<file path="src/rtl/alu_arbiter_8085_if.sv">
// alu_arbiter_8085_if: requester handshake, shared ALU bus and result return for alu_arbiter_8085
interface alu_arbiter_8085_if #(parameter int WIDTH = 8);
  logic req0, req1, lock0, lock1;
  logic [2:0] op0, op1, alu_op;
  logic [WIDTH-1:0] a0, b0, a1, b1, alu_a, alu_b, alu_y, y;
  logic gnt0, gnt1, alu_cy, cy, vld0, vld1;
  modport slave (
    input  req0, req1, lock0, lock1, op0, op1, a0, b0, a1, b1, alu_y, alu_cy,
    output gnt0, gnt1, alu_op, alu_a, alu_b, y, cy, vld0, vld1
  );
  modport master (
    output req0, req1, lock0, lock1, op0, op1, a0, b0, a1, b1, alu_y, alu_cy,
    input  gnt0, gnt1, alu_op, alu_a, alu_b, y, cy, vld0, vld1
  );
endinterface

</file>
<file path="src/rtl/alu_arbiter_8085.sv">
// alu_arbiter_8085: shares the 8085 ALU between execute (0) and address unit (1) with locked bursts.
// Define ALU_ARB_RR_EN for round-robin arbitration in IDLE; otherwise requester 0 has fixed priority.
module alu_arbiter_8085 #(
  parameter int WIDTH    = 8,
  parameter int MAX_LOCK = 4
) (
  input  logic               clk,
  input  logic               rst,
  alu_arbiter_8085_if.slave  bus
);
  localparam int CW = $clog2(MAX_LOCK);
  typedef enum logic [1:0] {IDLE, LOCK0, LOCK1} state_t;
  state_t state_q, state_d;
  logic [CW-1:0] lock_cnt_q, lock_cnt_d, base;
  logic [WIDTH-1:0] y_q, y_d;
  logic cy_q, cy_d, vld0_q, vld0_d, vld1_q, vld1_d;
  logic g0, g1, any, stay, pick0;
`ifdef ALU_ARB_RR_EN
  logic pri_q, pri_d;
  assign pick0 = !pri_q;
`else
  assign pick0 = 1'b1;
`endif
  always_comb begin
    g0 = !rst && ((state_q == LOCK0 && bus.req0) ||
                  (!(state_q == LOCK1 && bus.req1) && bus.req0 && (!bus.req1 || pick0)));
    g1 = !rst && bus.req1 && !g0;
    any = g0 || g1;
    // locked-grant count only carries over while the same owner keeps the ALU
    base = (state_q == (g1 ? LOCK1 : LOCK0)) ? lock_cnt_q : '0;
    stay = any && (g1 ? bus.lock1 : bus.lock0) && base != CW'(MAX_LOCK - 1);
    state_d = stay ? (g1 ? LOCK1 : LOCK0) : IDLE;
    lock_cnt_d = stay ? base + 1'b1 : '0;
    y_d = any ? bus.alu_y : y_q;
    cy_d = any ? bus.alu_cy : cy_q;
    vld0_d = g0;
    vld1_d = g1;
`ifdef ALU_ARB_RR_EN
    pri_d = (any && !stay) ? !g1 : pri_q;
`endif
  end
  always_ff @(posedge clk) begin
    if (rst) begin
      state_q <= IDLE;
      lock_cnt_q <= '0;
      y_q <= '0;
      cy_q <= 1'b0;
      vld0_q <= 1'b0;
      vld1_q <= 1'b0;
`ifdef ALU_ARB_RR_EN
      pri_q <= 1'b0;
`endif
    end else begin
      state_q <= state_d;
      lock_cnt_q <= lock_cnt_d;
      y_q <= y_d;
      cy_q <= cy_d;
      vld0_q <= vld0_d;
      vld1_q <= vld1_d;
`ifdef ALU_ARB_RR_EN
      pri_q <= pri_d;
`endif
    end
  end
  assign bus.gnt0 = g0;
  assign bus.gnt1 = g1;
  assign bus.alu_op = g1 ? bus.op1 : g0 ? bus.op0 : 3'b000;
  assign bus.alu_a = g1 ? bus.a1 : g0 ? bus.a0 : '0;
  assign bus.alu_b = g1 ? bus.b1 : g0 ? bus.b0 : '0;
  assign bus.y = y_q;
  assign bus.cy = cy_q;
  assign bus.vld0 = vld0_q;
  assign bus.vld1 = vld1_q;
endmodule

</file>
<file path="src/flat_wrapper.sv">
// flat-port wrapper written by rule: the top's interface ports become plain ports
module alu_arbiter_8085_flat 
#(
  parameter int WIDTH    = 8,
  parameter int MAX_LOCK = 4
)
  (clk, rst, bus_req0, bus_req1, bus_lock0, bus_lock1, bus_op0, bus_op1, bus_a0, bus_b0, bus_a1, bus_b1, bus_alu_y, bus_alu_cy, bus_gnt0, bus_gnt1, bus_alu_op, bus_alu_a, bus_alu_b, bus_y, bus_cy, bus_vld0, bus_vld1);
  alu_arbiter_8085_if #(.WIDTH(WIDTH)) bus_i ();
  input  logic clk;
  input  logic rst;
  input wire logic [$bits(bus_i.req0)-1:0] bus_req0;
  input wire logic [$bits(bus_i.req1)-1:0] bus_req1;
  input wire logic [$bits(bus_i.lock0)-1:0] bus_lock0;
  input wire logic [$bits(bus_i.lock1)-1:0] bus_lock1;
  input wire logic [$bits(bus_i.op0)-1:0] bus_op0;
  input wire logic [$bits(bus_i.op1)-1:0] bus_op1;
  input wire logic [$bits(bus_i.a0)-1:0] bus_a0;
  input wire logic [$bits(bus_i.b0)-1:0] bus_b0;
  input wire logic [$bits(bus_i.a1)-1:0] bus_a1;
  input wire logic [$bits(bus_i.b1)-1:0] bus_b1;
  input wire logic [$bits(bus_i.alu_y)-1:0] bus_alu_y;
  input wire logic [$bits(bus_i.alu_cy)-1:0] bus_alu_cy;
  output wire logic [$bits(bus_i.gnt0)-1:0] bus_gnt0;
  output wire logic [$bits(bus_i.gnt1)-1:0] bus_gnt1;
  output wire logic [$bits(bus_i.alu_op)-1:0] bus_alu_op;
  output wire logic [$bits(bus_i.alu_a)-1:0] bus_alu_a;
  output wire logic [$bits(bus_i.alu_b)-1:0] bus_alu_b;
  output wire logic [$bits(bus_i.y)-1:0] bus_y;
  output wire logic [$bits(bus_i.cy)-1:0] bus_cy;
  output wire logic [$bits(bus_i.vld0)-1:0] bus_vld0;
  output wire logic [$bits(bus_i.vld1)-1:0] bus_vld1;
  assign bus_i.req0 = bus_req0;
  assign bus_i.req1 = bus_req1;
  assign bus_i.lock0 = bus_lock0;
  assign bus_i.lock1 = bus_lock1;
  assign bus_i.op0 = bus_op0;
  assign bus_i.op1 = bus_op1;
  assign bus_i.a0 = bus_a0;
  assign bus_i.b0 = bus_b0;
  assign bus_i.a1 = bus_a1;
  assign bus_i.b1 = bus_b1;
  assign bus_i.alu_y = bus_alu_y;
  assign bus_i.alu_cy = bus_alu_cy;
  assign bus_gnt0 = bus_i.gnt0;
  assign bus_gnt1 = bus_i.gnt1;
  assign bus_alu_op = bus_i.alu_op;
  assign bus_alu_a = bus_i.alu_a;
  assign bus_alu_b = bus_i.alu_b;
  assign bus_y = bus_i.y;
  assign bus_cy = bus_i.cy;
  assign bus_vld0 = bus_i.vld0;
  assign bus_vld1 = bus_i.vld1;
  alu_arbiter_8085 #(.WIDTH(WIDTH), .MAX_LOCK(MAX_LOCK)) u_core (.clk(clk), .rst(rst), .bus(bus_i));
endmodule
</file>
<file path="config.mk">
export PLATFORM = sky130hd
export DESIGN_NAME = alu_arbiter_8085_flat
export DESIGN_NICKNAME = d
export VERILOG_FILES = /design/src/rtl/alu_arbiter_8085_if.sv /design/src/rtl/alu_arbiter_8085.sv /design/src/flat_wrapper.sv
export SDC_FILE = /design/constraint.sdc
export NUM_CORES = 1
export LEC_CHECK = 0
export CAP_MARGIN = 5
export CORE_UTILIZATION = 27
export CTS_CLUSTER_DIAMETER = 120
export DETAILED_ROUTE_END_ITERATION = 8
export GPL_TIMING_DRIVEN = 0
export HOLD_SLACK_MARGIN = 0.06
export PLACE_DENSITY = 0.78
export SLEW_MARGIN = 40
export SYNTH_ARGS = -nofsm -noshare
export SYNTH_HDL_FRONTEND = slang
export SYNTH_SLANG_ARGS = --single-unit
export TNS_END_PERCENT = 5
</file>
<file path="constraint.sdc">
create_clock -name clk -period 2 [get_ports clk]
set_input_delay 0.4 -clock clk [delete_from_list [all_inputs] [get_ports clk]]
set_output_delay 0.4 -clock clk [all_outputs]
set_load 0.05 [all_outputs]
</file>
## After elaboration in Yosys (flattened, before gate mapping)

Cells that the tools add are included.

- Memory bits (read-only): 0
- Bits in latches: 0
- RAM bits: 0
- Register bits: 15
- Word-level logic and storage cells: 35
- Memories kept: 0

- Reduce and logical (&&, ||, !) cells: 14
- Mux-type cells: 9
- Shift-type cells: 0
- Order comparisons: 0
- Multiply operators: 0
- Divide/modulo/power cells: 0
- Equal/unequal tests: 4
- Bitwise logic cells: 1
- Add/subtract/negate cells: 1

Operator list:

| cell | number |
|---|---|
| two-way mux 8 bit | 4 |
| logical AND 1 bit | 8 |
| two-way mux 3 bit | 2 |
| two-way mux 2 bit | 2 |
| zero test 1 bit | 3 |
| adder 2 x 1 -> 2 bit, second input constant | 1 |
| equality test 2 x 1 -> 1 bit, second input constant | 1 |
| equality test 2 bit | 1 |
| equality test 2 bit, second input constant | 1 |
| logical OR 1 bit | 2 |
| inequality test 2 bit, second input constant | 1 |
| OR reduction 2 bit | 1 |
| two-way mux 1 bit | 1 |
| NOT 1 bit | 1 |

## Logic depth before layout (Yosys ltp)

- Depth after elaboration: 15
- Depth in mapped cells: 7
- Gate-level depth less buffers: 7

## Worst setup path before layout

OpenSTA, ideal clock, no wires.

- Path kind: input to output
- From: input port bus_req1
- To: output port bus_alu_a[0]
- Path buffers: 1
- Arrival time: 1.577 ns
- Stages on the path: 4
- Data required time: 1.600 ns
- Slack: 0.023 ns
- Cell sequence: and3b_1 nor3_1 buf_2 a22o_1

- Word-level cells in the longest chain between the ends: 8
- Elaborated cells on any way between the ends: 10
- Classes of those cells: mux: 2; reduce/logical: 8

Ends and longest elaborated chain:

| item | line | text |
|---|---|---|
| from (decl) | flat_wrapper.sv:12 | `input wire logic [$bits(bus_i.req1)-1:0] bus_req1;` |
| logical AND 1 bit (*) | alu_arbiter_8085.sv:26 | `(!(state_q == LOCK1 && bus.req1) && bus.req0 && (!bus.req1 \|\| pick0)));` |
| zero test 1 bit (*) | alu_arbiter_8085.sv:26 |  |
| logical AND 1 bit (*) | alu_arbiter_8085.sv:26 |  |
| logical OR 1 bit (*) | alu_arbiter_8085.sv:25 | `g0 = !rst && ((state_q == LOCK0 && bus.req0) \|\|` |
| logical AND 1 bit (*) | alu_arbiter_8085.sv:25 |  |
| named net bus_gnt0 | flat_wrapper.sv:23 | `output wire logic [$bits(bus_i.gnt0)-1:0] bus_gnt0;` |
| zero test 1 bit | alu_arbiter_8085.sv:27 | `g1 = !rst && bus.req1 && !g0;` |
| logical AND 1 bit | alu_arbiter_8085.sv:27 |  |
| two-way mux 8 bit (*) | alu_arbiter_8085.sv:68 | `assign bus.alu_a = g1 ? bus.a1 : g0 ? bus.a0 : '0;` |
| to (decl) | flat_wrapper.sv:26 | `output wire logic [$bits(bus_i.alu_a)-1:0] bus_alu_a;` |

Mark *: on every way through the listed nets, which the timed path passes. The rest lies on a longest branch.

## Worst setup path after layout

- From: input port rst
- To: output port bus_alu_a[0]

- Word-level cells in the longest chain between the ends: 5
- Elaborated cells on any way between the ends: 7
- Classes of those cells: mux: 2; reduce/logical: 5

Ends and longest elaborated chain:

| item | line | text |
|---|---|---|
| from (decl) | flat_wrapper.sv:10 | `input logic rst;` |
| zero test 1 bit (*) | alu_arbiter_8085.sv:25, alu_arbiter_8085.sv:27 |  |
| logical AND 1 bit | alu_arbiter_8085.sv:25 |  |
| zero test 1 bit | alu_arbiter_8085.sv:27 |  |
| logical AND 1 bit | alu_arbiter_8085.sv:27 |  |
| two-way mux 8 bit (*) | alu_arbiter_8085.sv:68 |  |

Mark *: on every way between the ends. The rest lies on a longest branch, timed or not.

==> flow_summary.ini <==
[clocking]
numCtsBuffers = 3
worstSkewPairLatency_ns = 0.28
cts_tree = yes
cts_hold_buf = 0
clockBufferDepth = 2
clk_pin_slew_ns = 0.08
clockRootBuffer = clkbuf_4
clkSinkCount = 15
htreeDepth = 1

[grt]
grt_overflow = 0
antenna_found_initial = 0
grt_pass1_vias = 1059
grt_pass1_wl_microns = 4640
grt_max_degree = 11
grtUsageTotal = 0.189

[placed_design]
place_hpwl_microns = 2220
globalplace.congestion = 0.799
dp.cells = 206
placed_cell_area_sq_um = 1660
io_buffers = 84

[timing]
rsz0062_at_grt = yes
fin_hold_ws_ns = 0.461
setup_viol = 2
clock.fmax_ghz = 0.498
setup_ws_ns = -0.00706
timing.final.crit_share = 1.00
finalSetupTns_ns = -0.0118
drv_slew = 0
slew-limit-headroom = 0.582
tightest_slew_ns = 0.626
hold_viol_final = 0
finalClockSkew_ns = 0.00221
layout_min_cycle_time_ns = 2.01

[route]
via_per_inst = 4.85
ant_nets = 0
drt-total-wl_microns = 2850
wl_per_cell_microns = 13.3
first_pass_iters = 4
drtIter0Drc = 19
vias = 1037
drc = 0

[job]
drv_cap = 0

[floorplanning]
die_w_microns = 55.7
design.core.area_sq_um = 2730
io-pin-count = 85
die-area_sq_um = 3100
start_util = 0.285
die_y_microns = 55.7
row_count = 19

[pwr]
ir_drop_mv = 0.405
power.density_nw_per_um2 = 511
leakagePower_nw = 0.752

[logic_synthesis]
synth_cell_types = 24
synth.cell_area_sq_um = 778
yosysSeqAreaShare = 0.386
syn-instance-count = 91
yosys_warnings = 0
synth_nets = 145
synth_seq_cells = 15
avgSynthCellArea_sq_um = 8.55

[setup_path]
cp.arrival_ns = 1.61
cp_max_fo = 10
r2r_slack_ns = 0.42
r2r-end = u_core.lock_cnt_q[1]$_SDFF_PP0_
required_ns = 1.60
end_kind = output pin
critPathKind = in -> out
worstSetupStartpointType = input port
reg2regPathDepth = 7
reg2reg_from = u_core.state_q[1]$_SDFF_PP0_

[finish]
nets = 238
post-route-util = 0.648
antenna_cells = 0
fin_area_sq_um = 1770
area_growth_pct = 128
fillCellCount = 228
instances_no_fill = 214
drive_above_1_share = 0.224

[min_path]
min_from = u_core.bus.cy$_SDFFE_PP0N_
holdPathStages = 2
min-delay-path-class = reg -> reg
hold_end = u_core.bus.cy$_SDFFE_PP0N_

[outcome]
violations = negative setup slack
status = finished, violations left
logic make-up (layout without fill, tap and decap cells):
logic type / after synthesis / after routing / synth area share
AOI/OAI and AO/OA: 36 / 36 / 0.362
adders and majority gates: 1 / 1 / 0.0161
buffers and inverters: 10 / 102 / 0.0579
DFF: 15 / 15 / 0.386
and+or+nand+nor: 29 / 29 / 0.178
how the worst max path moves through the flow:
stage	cells after the start	start	end	slack [ns]
3_5_place_dp	6	bus_req1	bus_alu_b[5]	-0.93
5_1_grt	5	u_core.state_q[0]$_SDFF_PP0_	bus_alu_a[1]	-0.1
6_report	6	rst	bus_alu_a[0]	-0.007
4_1_cts	5	u_core.state_q[0]$_SDFF_PP0_	bus_alu_a[0]	-0.08
2_1_floorplan	4	bus_req1	bus_alu_a[0]	0.02
3_3_place_gp	6	bus_req1	bus_alu_a[6]	-0.93
per-layer routing:
layer,global-route usage,part of all wire,up-vias
met2,0.330,0.48,62
li1,-,-,513
met1,0.210,0.39,456
met4,0.0929,0.019,0
met3,0.0512,0.11,6
met5,0,0,-
area by class of cell:
class,count,area [sq um],area share
Timing Repair Buffer,88,892,0.504
Tap cell,31,38.8,0.0219
Clock buffer,4,26.3,0.0148
Buffer,6,45.0,0.0254
Sequential cell,15,302,0.170
Multi-Input combinational cell,66,453,0.256
Inverter,4,15.0,0.00847
layout by cell type, fill, tap and decap left out, drive strengths merged, types with 4 or more instances in the layout:
cell / count
a21oi: 9
clkdlybuf4s50: 60
clkbuf: 6
buf: 29
a22o: 19
nor2b: 4
inv: 4
dfxtp: 15
nand2: 18
synth_stat cells (all sizes together):
master / count / area share
a21boi: 1 / 0.0096
a21oi: 9 / 0.058
a22o: 19 / 0.21
a22oi: 1 / 0.016
a2bb2oi: 1 / 0.011
and3b: 1 / 0.011
buf: 4 / 0.029
clkbuf: 2 / 0.0096
dfxtp: 15 / 0.39
ha: 1 / 0.016
inv: 4 / 0.019
nand2: 18 / 0.087
nand4b: 1 / 0.011
nor2: 2 / 0.0096
nor2b: 4 / 0.035
nor3: 2 / 0.013
o2111ai: 1 / 0.011
o21a: 2 / 0.019
o21ba: 1 / 0.013
o21bai: 1 / 0.0096
or3b: 1 / 0.011
critical path, cell delays in order:
cell           delay [ns]
dlygate4sd2_1        0.42
nor2b_4              0.07
o21a_1               0.13
buf_4                0.17
a22o_1               0.26
buf_6                0.16
per-stage QoR:
stage	power (mW)	worst slack, ns
finish	0.905	-0.00706
CTS	0.913	-0.0795
floorplan	0.527	0.0229
global route	0.950	-0.0984
global placement	0.712	-0.934
detailed placement	0.717	-0.935
sequential cells by signal, summed over array words and instances, names as in the netlist:
name	cells
u_core.bus.cy	1
u_core.bus.vld0	1
u_core.bus.y	8
u_core.bus.vld1	1
u_core.state_q	2
u_core.lock_cnt_q	2
where the power goes:
part / leakage, nW / internal (mW) / switching [mW]
clock network: 0.0150 / 0.0775 / 0.0950
logic: 0.614 / 0.197 / 0.215
registers: 0.123 / 0.313 / 0.00669
total: 0.752 / 0.588 / 0.317
what timing repair did:
item | 4_1_cts | 5_1_grt
buffers inserted | 2 | 0
resized for setup | 161 | 3
cloned | 2 | 0
pin swaps | 3 | 2
endpoints found under the setup margin | 23 | 22
(Power assumes the default switching activity.)
